[src/rtl/button_event_decoder.sv]
// button_event_decoder
//   Classifies presses of a debounced button into one-cycle event pulses:
//   short press, long press or double click, at most one per gesture.
//   A prescaler divides clk down to a timer tick; a small timer measures
//   hold and release-gap durations in ticks.
//
// Optional build macro:
//   HOLD_REPEAT_EN - while long-held, emit repeat_pulse every REPEAT_MS ticks.
//                    Without it repeat_pulse is tied low and LONG_HELD is untimed.
//
// Parameters:
//   TICK_DIV  - clk cycles per timer tick (>= 2)
//   LONG_MS   - hold ticks that qualify as a long press (>= 2)
//   DCLICK_MS - max release gap in ticks for a double click (>= 2)
//   REPEAT_MS - auto-repeat period in ticks (HOLD_REPEAT_EN only)
//
// Ports:
//   clk          - system clock
//   rst          - synchronous active-high reset
//   db           - debounced button level, 1 = pressed
//   short_press  - pulse: single press released before LONG_MS, no second press
//   long_press   - pulse: button held for LONG_MS
//   double_click - pulse: second press released
//   repeat_pulse - pulse: auto-repeat while long-held
//   busy         - high whenever a gesture is in progress
module button_event_decoder #(
    parameter int unsigned TICK_DIV  = 50000,
    parameter int unsigned LONG_MS   = 1000,
    parameter int unsigned DCLICK_MS = 300,
    parameter int unsigned REPEAT_MS = 200
) (
    input  logic clk,
    input  logic rst,
    input  logic db,
    output logic short_press,
    output logic long_press,
    output logic double_click,
    output logic repeat_pulse,
    output logic busy
);

    localparam int unsigned MAX_A   = (LONG_MS > DCLICK_MS) ? LONG_MS : DCLICK_MS;
    localparam int unsigned MAX_LIM = (MAX_A > REPEAT_MS) ? MAX_A : REPEAT_MS;
    localparam int unsigned TW      = $clog2(MAX_LIM) + 1;
    localparam int unsigned PW      = $clog2(TICK_DIV);

    typedef enum logic [2:0] {
        IDLE           = 3'd0,
        PRESSED        = 3'd1,
        LONG_HELD      = 3'd2,
        WAIT_SECOND    = 3'd3,
        SECOND_PRESSED = 3'd4
    } state_t;

    state_t        state_q, state_d;
    logic [PW-1:0] presc_q, presc_d;
    logic [TW-1:0] timer_q, timer_d;
    logic          db_q;
    logic          rise, fall, tick;
    logic          timed, clear;
    logic          short_d, long_d, dclick_d;
`ifdef HOLD_REPEAT_EN
    logic          rep_d;
`endif

    assign rise = db & ~db_q;
    assign fall = ~db & db_q;
    assign tick = (presc_q == PW'(TICK_DIV - 1));

    // Next-state, pulse decisions and timer next value
    always_comb begin
        state_d  = state_q;
        short_d  = 1'b0;
        long_d   = 1'b0;
        dclick_d = 1'b0;
`ifdef HOLD_REPEAT_EN
        rep_d    = 1'b0;
`endif
        timed    = 1'b0;
        clear    = 1'b0;
        presc_d  = presc_q;
        timer_d  = timer_q;

        case (state_q)
            IDLE: begin
                if (rise) state_d = PRESSED;
            end
            PRESSED: begin
                timed = 1'b1;
                // Release takes priority over a coincident long-press expiry
                if (fall) begin
                    state_d = WAIT_SECOND;
                end else if (tick && timer_q == TW'(LONG_MS - 1)) begin
                    state_d = LONG_HELD;
                    long_d  = 1'b1;
                end
            end
            LONG_HELD: begin
                if (fall) begin
                    state_d = IDLE;
                end
`ifdef HOLD_REPEAT_EN
                else begin
                    timed = 1'b1;
                    if (tick && timer_q == TW'(REPEAT_MS - 1)) begin
                        rep_d = 1'b1;
                        clear = 1'b1;
                    end
                end
`endif
            end
            WAIT_SECOND: begin
                timed = 1'b1;
                // A second press on the expiry edge still counts as a double click
                if (rise) begin
                    state_d = SECOND_PRESSED;
                end else if (tick && timer_q == TW'(DCLICK_MS - 1)) begin
                    state_d = IDLE;
                    short_d = 1'b1;
                end
            end
            SECOND_PRESSED: begin
                if (fall) begin
                    state_d  = IDLE;
                    dclick_d = 1'b1;
                end
            end
            default: begin
                state_d = IDLE;
            end
        endcase

        // Timer restarts on every transition and idles at zero in untimed states
        if (clear || !timed || state_d != state_q) begin
            presc_d = '0;
            timer_d = '0;
        end else if (tick) begin
            presc_d = '0;
            timer_d = timer_q + TW'(1);
        end else begin
            presc_d = presc_q + PW'(1);
        end
    end

    // State, timer and registered outputs
    always_ff @(posedge clk) begin
        if (rst) begin
            state_q      <= IDLE;
            presc_q      <= '0;
            timer_q      <= '0;
            db_q         <= 1'b1;
            short_press  <= 1'b0;
            long_press   <= 1'b0;
            double_click <= 1'b0;
            busy         <= 1'b0;
        end else begin
            state_q      <= state_d;
            presc_q      <= presc_d;
            timer_q      <= timer_d;
            db_q         <= db;
            short_press  <= short_d;
            long_press   <= long_d;
            double_click <= dclick_d;
            busy         <= (state_d != IDLE);
        end
    end

`ifdef HOLD_REPEAT_EN
    // Auto-repeat pulse register
    always_ff @(posedge clk) begin
        if (rst) begin
            repeat_pulse <= 1'b0;
        end else begin
            repeat_pulse <= rep_d;
        end
    end
`else
    assign repeat_pulse = 1'b0;
`endif

endmodule
[config.mk]
export PLATFORM = sky130hd
export DESIGN_NAME = button_event_decoder
export DESIGN_NICKNAME = d
export VERILOG_FILES = /design/src/rtl/button_event_decoder.sv
export SDC_FILE = /design/constraint.sdc
export NUM_CORES = 1
export LEC_CHECK = 0
export CORE_MARGIN = 2
export CORE_UTILIZATION = 45
export DETAILED_ROUTE_END_ITERATION = 6
export PLACE_DENSITY = 0.71
export REMOVE_ABC_BUFFERS = 1
export SYNTH_ARGS = -nofsm -noshare
export SYNTH_HDL_FRONTEND = slang
export SYNTH_SLANG_ARGS = --single-unit
export TNS_END_PERCENT = 30
[constraint.sdc]
create_clock -name clk -period 3.5 [get_ports clk]
set_clock_uncertainty 0.15 [all_clocks]
set_input_delay 0.35 -clock clk [delete_from_list [all_inputs] [get_ports clk]]
set_output_delay 0.35 -clock clk [all_outputs]
set_load 0.005 [all_outputs]
# Yosys cells after proc, flatten, opt, wreduce, memory -nomap -nowiden
# Index checks and enable logic that the tools add are counted.
[classes]
add_sub_neg = 2
eq_ne = 8
muxes = 11
bitwise = 7
n_reduce_logical = 13
[op_table]
columns = ["operator", "count"]
rows = [
  ["3-bit 2-to-1 mux", 6],
  ["16-bit by 1-bit adder with 16-bit output (second input constant)", 1],
  ["16-bit equality test (second input constant)", 1],
  ["3-bit case mux with 4 select lines", 1],
  ["11-bit by 1-bit adder with 11-bit output (second input constant)", 1],
  ["11-bit by 10-bit equality test with 1-bit output (second input constant)", 1],
  ["11-bit by 9-bit equality test with 1-bit output (second input constant)", 1],
  ["3-bit OR reduction", 3],
  ["2-bit OR reduction", 4],
  ["3-bit by 2-bit equality test with 1-bit output (second input constant)", 2],
  ["1-bit NOT", 5],
  ["1-bit 2-to-1 mux", 4],
  ["3-bit by 1-bit equality test with 1-bit output (second input constant)", 1],
  ["3-bit equality test (second input constant)", 1],
  ["3-bit zero test", 1],
  ["3-bit != test", 1],
  ["3-bit nonzero test", 1],
  ["1-bit bitwise AND", 2],
  ["1-bit logical AND", 2],
  ["1-bit zero test", 1],
  ["1-bit logical OR", 1],
]
[totals]
register_bits = 35
input_bits = 3
out_inout_bits = 5
word_cells = 49

# Depth between registers and ports, before layout
# Gate-level depths: netlist (run 1).
[logic_depth]
word_depth = 8
depth_mapped = 7

# Least setup slack after synthesis (run 1)
# Ideal clock, no wire load.
[synth_timing]
path_kind = "register -> register"
startpoint = "register presc_q[5]"
endpoint = "register timer_q[10]"
setup_ns = 0.135
arrival_time_ns = 1.983
t_required_ns = 3.215
path_slack_ns = 1.232
path_stages_with_launch = 6
synth_period_minus_slack_ns = 2.268
path_cell_list = "dfxtp_1 -> or4b_4 -> or4_4 -> buf_6 -> o21bai_2 -> a22oi_1"
[synth_between]
elab_chain_len = 8
word_cells_on_any_way = 11
[synth_rtl]
columns = ["element", "line_no", "rtl"]
rows = [
  ["from (decl)", "56", "logic [PW-1:0] presc_q, presc_d;"],
  ["from (signal assigned)", "158", "presc_q <= presc_d;"],
  ["16-bit equality test (*)", "68", "assign tick = (presc_q == PW'(TICK_DIV - 1));"],
  ["1-bit logical AND, on equally long branches", "117, 93", ""],
  ["3-bit 2-to-1 mux, on equally long branches", "117, 93", ""],
  ["3-bit 2-to-1 mux, on equally long branches", "115, 91", ""],
  ["3-bit case mux with 4 select lines", "84", "case (state_q)"],
  ["3-bit != test", "134", "if (clear || !timed || state_d != state_q) begin"],
  ["1-bit logical OR", "134", ""],
  ["2-bit OR reduction (no line)", "n/a", ""],
  ["to (signal assigned)", "159", "timer_q <= timer_d;"],
  ["to (decl)", "57", "logic [TW-1:0] timer_q, timer_d;"],
]
# Mark *: on every way between the ends. The rest lies on a longest branch, timed or not.
# A chain may end at the register's enable or synchronous reset.

# Final worst setup path (run 1)
[layout_timing]
startpoint = "register presc_q[6]"
endpoint = "register presc_q[10]"
[layout_between]
elab_chain_len = 8
word_cells_on_any_way = 12
[layout_rtl]
columns = ["element", "line_no"]
rows = [
  ["16-bit equality test", "68"],
  ["1-bit logical AND, on equally long branches", "117, 93"],
  ["3-bit 2-to-1 mux, on equally long branches", "117, 93"],
  ["3-bit 2-to-1 mux, on equally long branches", "115, 91"],
  ["3-bit case mux with 4 select lines", "84"],
  ["3-bit != test", "134"],
  ["1-bit logical OR", "134"],
  ["3-bit OR reduction (no line)", "n/a"],
]
# Parallel ways exist; a longest one is shown, timed or not.

==> key figures, run 1 <==
Status
  – Result of the run: finished, final reports clean

Power and ir drop
  – Leakage power summed over all cells: 0.573 nW
  – Sum of internal, switching and leakage power: 0.819 mW
  – Worst ir drop on vdd: 0.289 mV
  – Power per cell area: 423 nW/um^2

Clock network
  – Number of buffers inserted during clock tree synthesis: 5
  – Sink count of the clock tree: 35
  – Bufs on Longest Clock Path: 2
  – Post-CTS setup repair buffer count: 0
  – CTS tree: yes
  – CTS clock-pin slew for the worst setup and hold paths: 70 ps
  – CTS H-tree depth: 2
  – Number of hold buffers added after CTS: 0
  – Worst-skew pair later-pin latency: 290 ps
  – Resized Gates After CTS: 0
  – CTS Root Cell: clkbuf_8

Layout
  – Count of placed standard cells in the final layout, fillers left out: 249
  – Post-layout nets: 205
  – Area growth from synthesis to layout: 8.78%
  – Share of post-route cells with drive strength above 1: 8.46%
  – Antenna diode instance count: 0

STA
  – Post-route minimum period: 2600 ps
  – Unrepaired setup endpoints after global routing: no
  – Final slew viol count: 0
  – FMAX: 384 MHz
  – Setup Viol. Count Final: 0
  – Portion of the clock cycle consumed by the worst path in the final layout: 74.4%
  – Pin slew with the least headroom to its limit: 714 ps
  – Relative slew margins: 52.4%
  – Sum of negative setup slack: 0 ps
  – Number of hold-slack violations in the final timing report: 0

GRT
  – Number of antenna violations at the first check in global routing: 0
  – Largest net degree at the start of global routing: 18
  – First-pass GRT wire length: 5.53 mm
  – Vias in the first global route: 1266
  – Remaining global-route overflow: 0
  – All-layer global routing usage: 16.3%

Hold path
  – Min-Delay Startpoint: db_q
  – HP Class: reg -> reg
  – Worst min-delay path endpoint: double_click
  – Number of stages on the worst hold path: 2

Setup path
  – Cells along the critical path: or4b_4 -> or4_4 -> o21ai_2 -> nor3_1
  – Combined buffer and inverter count along the critical path: 0
  – Kind of end point of the critical path: flop
  – Highest fanout seen on the critical path: 17
  – Required time of the critical path: 3490 ps
  – Source of the worst register-to-register timing path: presc_q[6]
  – Worst reg2reg endpoint: presc_q[10]
  – Nature of the critical path startpoint: flop
  – Startpoint-to-endpoint class of the critical path: reg -> reg
  – Slowest library cell on the worst path: or4_4
  – Path depth of the worst reg2reg path: 4
  – Longest individual stage delay on the worst path: 630 ps
  – R2R setup slack: 900 ps
  – Top delay family on crit path: simple AND/OR/NAND/NOR gates
  – Signal arrival time at the worst endpoint: 2590 ps

Synthesis
  – Combined area of all synthesized cells: 1780 sq um
  – Number of enable flip-flop cells after synthesis: 0
  – Synth Instances: 198
  – Proportion of netlist area held by the largest area contributor: 39.4%
  – Leading post-synthesis cells by cell area: dfxtp_1, nor3_1, nand3_1
  – Most area-hungry cell type in the Yosys netlist: dfxtp_1
  – Synthesized area divided by synthesized cell count: 8.99 sq um
  – Most instantiated library cell after synthesis: dfxtp_1
  – Distinct cells, synth: 43
  – Fraction of synthesis flops using an asynchronous set or reset pin: 0%
  – Sequential element share of the synthesized area: 39.4%
  – Predominant post-synthesis flop cell: dfxtp_1
  – Total of warnings raised by yosys: 0
  – Number of synthesized register bits: 35
  – Commonest cells in the netlist: dfxtp_1, nor3_1, nand3_1

Drt
  – Vias after detailed routing: 1455
  – Detail-routed net length per standard cell: 13.0 um
  – Initial detailed-routing violation count: 91
  – Antenna Nets Post-Route: 0
  – Total length of routed wires: 3.23 mm
  – DRC Markers: 0
  – Iteration count of the initial detailed-routing pass: 4
  – Vias per Instance: 5.84

Floorplan
  – Number of top-level design ports: 8
  – Total Die Area: 4480 sq um
  – Core outline area: 3740 sq um
  – Count of standard-cell rows: 22
  – Initial Util: 47.6%
  – Die width: 66.9 um
  – Die outline height: 66.9 um

Placement
  – Detailed-placement wirelength estimate: 2.22 mm
  – Placed insts: 241
  – Routability congestion estimate from global placement: 0.789
  – Number of buffers inserted by port buffering: 6

Run
  – Maximum capacitance violations: 0
==> placed cells by master (no fill, tap or decap), drive strengths merged, types with 2 or more instances in the layout <==
cell type / n
dfxtp: 35
nor3: 17
nand3: 15
nand2: 9
o21ai: 9
nand4: 8
or3: 8
a22oi: 8
xnor2: 8
nor2: 6
xor2: 6
clkbuf: 6
clkdlybuf4s50: 6
or4: 6
a21oi: 5
and3: 5
a211oi: 4
and4: 3
nor4: 3
nor2b: 3
nor4b: 3
or4b: 2
nand2b: 2
inv: 2
o21a: 2
o31a: 2
o31ai: 2
nor3b: 2
mux2i: 2
ha: 2
==> worst register-to-register path: stages, from the launching register on <==
cell and delay, ps:
dfxtp_1 410, or4b_4 510, or4_4 630, o21ai_2 620
nor3_1 150
==> per-layer routing <==
metal | GRT usage, % | up-vias | wire [um]
li1 | - | 753 | -
met3 | 7.09 | 5 | 140
met1 | 20.2 | 674 | 1680
met2 | 25.6 | 23 | 1370
met5 | 0 | - | 0
met4 | 4.59 | 0 | 44
==> worst max path at each step <==
stage          slack [ps]  startpoint  cells after the start     endpoint
6_report              900  presc_q[6]                      4  presc_q[10]
5_1_grt               740  presc_q[6]                      4  presc_q[11]
4_1_cts               870  presc_q[6]                      4  presc_q[10]
3_5_place_dp          890  presc_q[6]                      4   presc_q[9]
3_3_place_gp          960  presc_q[5]                      4  presc_q[12]
2_1_floorplan        1180  presc_q[5]                      4  presc_q[10]
==> logic make-up after synthesis <==
kind of cell	Yosys count	share of synthesized area, %
compound gates	35	13.5
xor+xnor	14	6.89
fa+ha+maj	2	1.41
buf+inv	13	4.99
flops	35	39.4
mux	2	1.12
other cells	1	0.211
simple gates	96	32.5
==> state kept, by name (all words and copies together), names as in the netlist <==
register,flops
busy,1
db_q,1
double_click,1
long_press,1
presc_q,16
short_press,1
state_q,3
timer_q,11
==> cell type report <==
| class | count | area [sq um] |
|---|---|---|
| Tap cell | 48 | 60.1 |
| Fill cell | 355 | 1810 |
| Clock buffer | 6 | 82.6 |
| Inverter | 2 | 7.51 |
| Timing Repair Buffer | 6 | 60.1 |
| Multi-Input combinational cell | 150 | 991 |
| Clock inverter | 2 | 35.0 |
| Sequential cell | 35 | 701 |
==> report_power, final <==
part | switching (mW) | total, mW | leakage (nW) | internal [mW]
sequential | 0.00565 | 0.408 | 0.283 | 0.403
clock | 0.145 | 0.375 | 0.0612 | 0.230
combinational | 0.0206 | 0.0351 | 0.229 | 0.0146
==> per-stage QoR <==
step	worst slack [ps]	util (%)	cell area, sq um	hold WS, ps
floorplan	1180	-	1700	281
CTS	874	51.7	1940	321
global route	736	51.7	1940	358
detailed placement	888	48.6	1820	310
finish	897	51.7	1940	321
global placement	959	48.6	1820	301
Note: power is estimated with default switching activity, not from simulation.
==> inputs of run 2 (changes only) <==
--- a/config.mk
+++ b/config.mk
@@ -8,7 +8,7 @@
 export CORE_MARGIN = 2
 export CORE_UTILIZATION = 45
 export DETAILED_ROUTE_END_ITERATION = 6
-export PLACE_DENSITY = 0.71
+export PLACE_DENSITY = 0.74
 export REMOVE_ABC_BUFFERS = 1
 export SYNTH_ARGS = -nofsm -noshare
 export SYNTH_HDL_FRONTEND = slang
==> constraint.sdc (replaced) <==
create_clock -name clk -period 2.3 [get_ports clk]
set_clock_uncertainty 0.15 [all_clocks]
set_input_delay 0.23 -clock clk [delete_from_list [all_inputs] [get_ports clk]]
set_output_delay 0.23 -clock clk [all_outputs]
set_load 0.005 [all_outputs]
==> run 2 against run 1 <==
  * Total power is 34% higher
  * Via count rose by 6.4%
  * Sequential cell count unchanged
  * Sequential power is 52% higher
  * Critical path depth unchanged
  * Sequential share of layout area fell by 2.2 points
==> key figures, run 2 (synthesis results as in run 1) <==
Drt
  – Iteration count of the initial detailed-routing pass: 4 (unchanged)
  – Vias after detailed routing: 1548 (+6.4%)
  – Vias per Instance: 5.84 (about the same)
  – Met1 wire length: 1.74 mm (+3.9%)
  – Antenna Nets Post-Route: 0 (unchanged)
  – Detail-routed net length per standard cell: 13.6 um (+4.6%)
  – DRC Markers: 0 (unchanged)
  – Total length of routed wires: 3.60 mm (+11%)
  – Highest metal layer used by the detailed router: met4
  – DR WL met3: 137 um (-2.1%)
  – Initial detailed-routing violation count: 118 (+30%)
  – Met2 WL: 1.63 mm (+19%)

GRT
  – First-pass GRT wire length: 6.05 mm (+9.4%)
  – Remaining global-route overflow: 0 (unchanged)
  – Number of antenna violations at the first check in global routing: 0 (unchanged)
  – Largest net degree at the start of global routing: 18 (unchanged)
  – Vias in the first global route: 1362 (+7.6%)
  – All-layer global routing usage: 18.1% (+1.8 points)

Layout
  – Registers with the most flip-flops: presc_q x16, timer_q x11, state_q x3
  – Most common cell after layout, fill and taps aside: dfxtp_1
  – Count of placed standard cells in the final layout, fillers left out: 265 (+6.4%)
  – Number of fillers in the final layout: 359 (+1.1%)
  – Register with the most flip-flops: presc_q
  – Antenna diode instance count: 0 (unchanged)
  – Post-layout nets: 223 (+8.8%)
  – Area growth from synthesis to layout: 15.7%
  – Number of flip-flops under the largest register name: 16 (unchanged)
  – End-of-flow core utilization: 55.0% (+3.3 points)
  – Most frequent cells in the layout: dfxtp_1, nor3_1, nand3_1, buf_4, nand2_1
  – Share of post-route cells with drive strength above 1: 15.2% (+6.7 points)

Setup path
  – Kind of end point of the critical path: flop
  – Nature of the critical path startpoint: flop
  – Source of the worst register-to-register timing path: presc_q[10]
  – Path depth of the worst reg2reg path: 4 (unchanged)
  – Signal arrival time at the worst endpoint: 2340 ps (-250 ps)
  – Startpoint-to-endpoint class of the critical path: reg -> reg
  – R2R setup slack: 30 ps (-860 ps)
  – Required time of the critical path: 2370 ps (-1120 ps)
  – Highest fanout seen on the critical path: 8 (-9)
  – Worst reg2reg endpoint: timer_q[9]

STA
  – Post-route minimum period: 2270 ps (-336 ps)
  – Post-route worst hold slack: 318 ps (-2.80 ps)
  – Portion of the clock cycle consumed by the worst path in the final layout: 98.6% (+24 points)
  – Unrepaired setup endpoints after global routing: yes
  – FMAX: 441 MHz (+15%)
  – Number of hold-slack violations in the final timing report: 0 (unchanged)
  – Setup Viol. Count Final: 0 (unchanged)
  – Worst-case setup margin in the final layout: 32.6 ps (-864 ps)
  – Final slew viol count: 0 (unchanged)

Power and ir drop
  – Leakage power summed over all cells: 0.645 nW (+13%)
  – Power per cell area: 533 nW/um^2 (+26%)
  – Worst ir drop on vdd: 0.317 mV (+9.5%)

Floorplan
  – Total Die Area: 4480 sq um (unchanged)
  – Core outline area: 3740 sq um (unchanged)
  – Die width: 66.9 um (unchanged)
  – Number of top-level design ports: 8 (unchanged)
  – Initial Util: 47.6% (unchanged)
  – Die outline height: 66.9 um (unchanged)
  – Count of standard-cell rows: 22 (unchanged)

Placement
  – Worst Setup Slack post-DPL: -2.04 ps (-890 ps)
  – Detailed-placement wirelength estimate: 2.45 mm (+10%)
  – Number of buffers inserted by port buffering: 6 (unchanged)
  – Placed insts: 257 (+6.6%)
  – Routability congestion estimate from global placement: 0.813 (+3.1%)

Clock network
  – Number of buffers inserted during clock tree synthesis: 5 (unchanged)
  – CTS Root Cell: clkbuf_8
  – Sink count of the clock tree: 35 (unchanged)
  – Bufs on Longest Clock Path: 2 (unchanged)
  – CTS clock-pin slew for the worst setup and hold paths: 70 ps (about the same)
  – CTS tree: yes
  – CTS H-tree depth: 2 (unchanged)
  – Worst-skew pair later-pin latency: 290 ps (about the same)

Hold path
  – HP Class: reg -> reg
  – Worst min-delay path endpoint: double_click
  – Number of stages on the worst hold path: 2 (unchanged)
  – Min-Delay Startpoint: db_q

Status
  – Result of the run: finished, final reports clean

Run
  – Maximum capacitance violations: 0 (unchanged)
## run 2: power breakdown
| part | total (mW) | switching, mW | internal, mW |
|---|---|---|---|
| clock | 0.408 | 0.207 | 0.201 |
| sequential | 0.622 | 0.00890 | 0.613 |
| combinational | 0.0679 | 0.0347 | 0.0333 |
| total | 1.10 | 0.250 | 0.848 |
## run 2: final cells by class
type                            count  area [sq um]  area share, %
Clock buffer                        6          72.6           3.52
Multi-Input combinational cell    151          1010           48.8
Timing Repair Buffer               23           213           10.3
Tap cell                           48          60.1           2.92
Sequential cell                    35           701           34.0
Inverter                            2          7.51          0.365
## run 2: routing by layer
| metal | vias up | global-route usage, % |
|---|---|---|
| met5 | - | 0 |
| met4 | 0 | 11.2 |
| li1 | 792 | - |
| met2 | 21 | 28.6 |
| met3 | 8 | 4.56 |
| met1 | 727 | 21.9 |
## run 2: how the worst max path moves through the flow
stage / slack [ps] / depth (start not counted) / end / from
floorplan: -20 / 4 / presc_q[10] / presc_q[5]
global placement: 20 / 4 / timer_q[9] / presc_q[5]
detailed placement: -2 / 4 / timer_q[9] / presc_q[5]
CTS: 30 / 4 / timer_q[8] / presc_q[5]
global route: -20 / 4 / timer_q[9] / presc_q[10]
finish: 30 / 4 / timer_q[9] / presc_q[10]
## run 2: through the flow
stage / power, mW / cell area (sq um) / TNS (ps)
after floorplan: 0.669 / 1700 / -220
after global placement: 0.703 / 1960 / 0
after detailed placement: 0.703 / 1960 / -2.04
after CTS: 1.11 / 2040 / 0
after global routing: 1.13 / 2060 / -16.1
final: 1.10 / 2060 / 0
## run 2: what timing repair did
item | CTS | global route
pin swaps | 3 | 5
gates resized for setup | 0 | 1
endpoints found under the setup margin | 1 | 10
hold buffers | 0 | 0
gates cloned | 0 | 1
buffers inserted | 1 | 0
## run 2: critical path: stages (launching register included)
cell and delay (ps):
dfxtp_1 310, or4b_4 570, or4_4 600, or4_1 410, a22oi_1 140
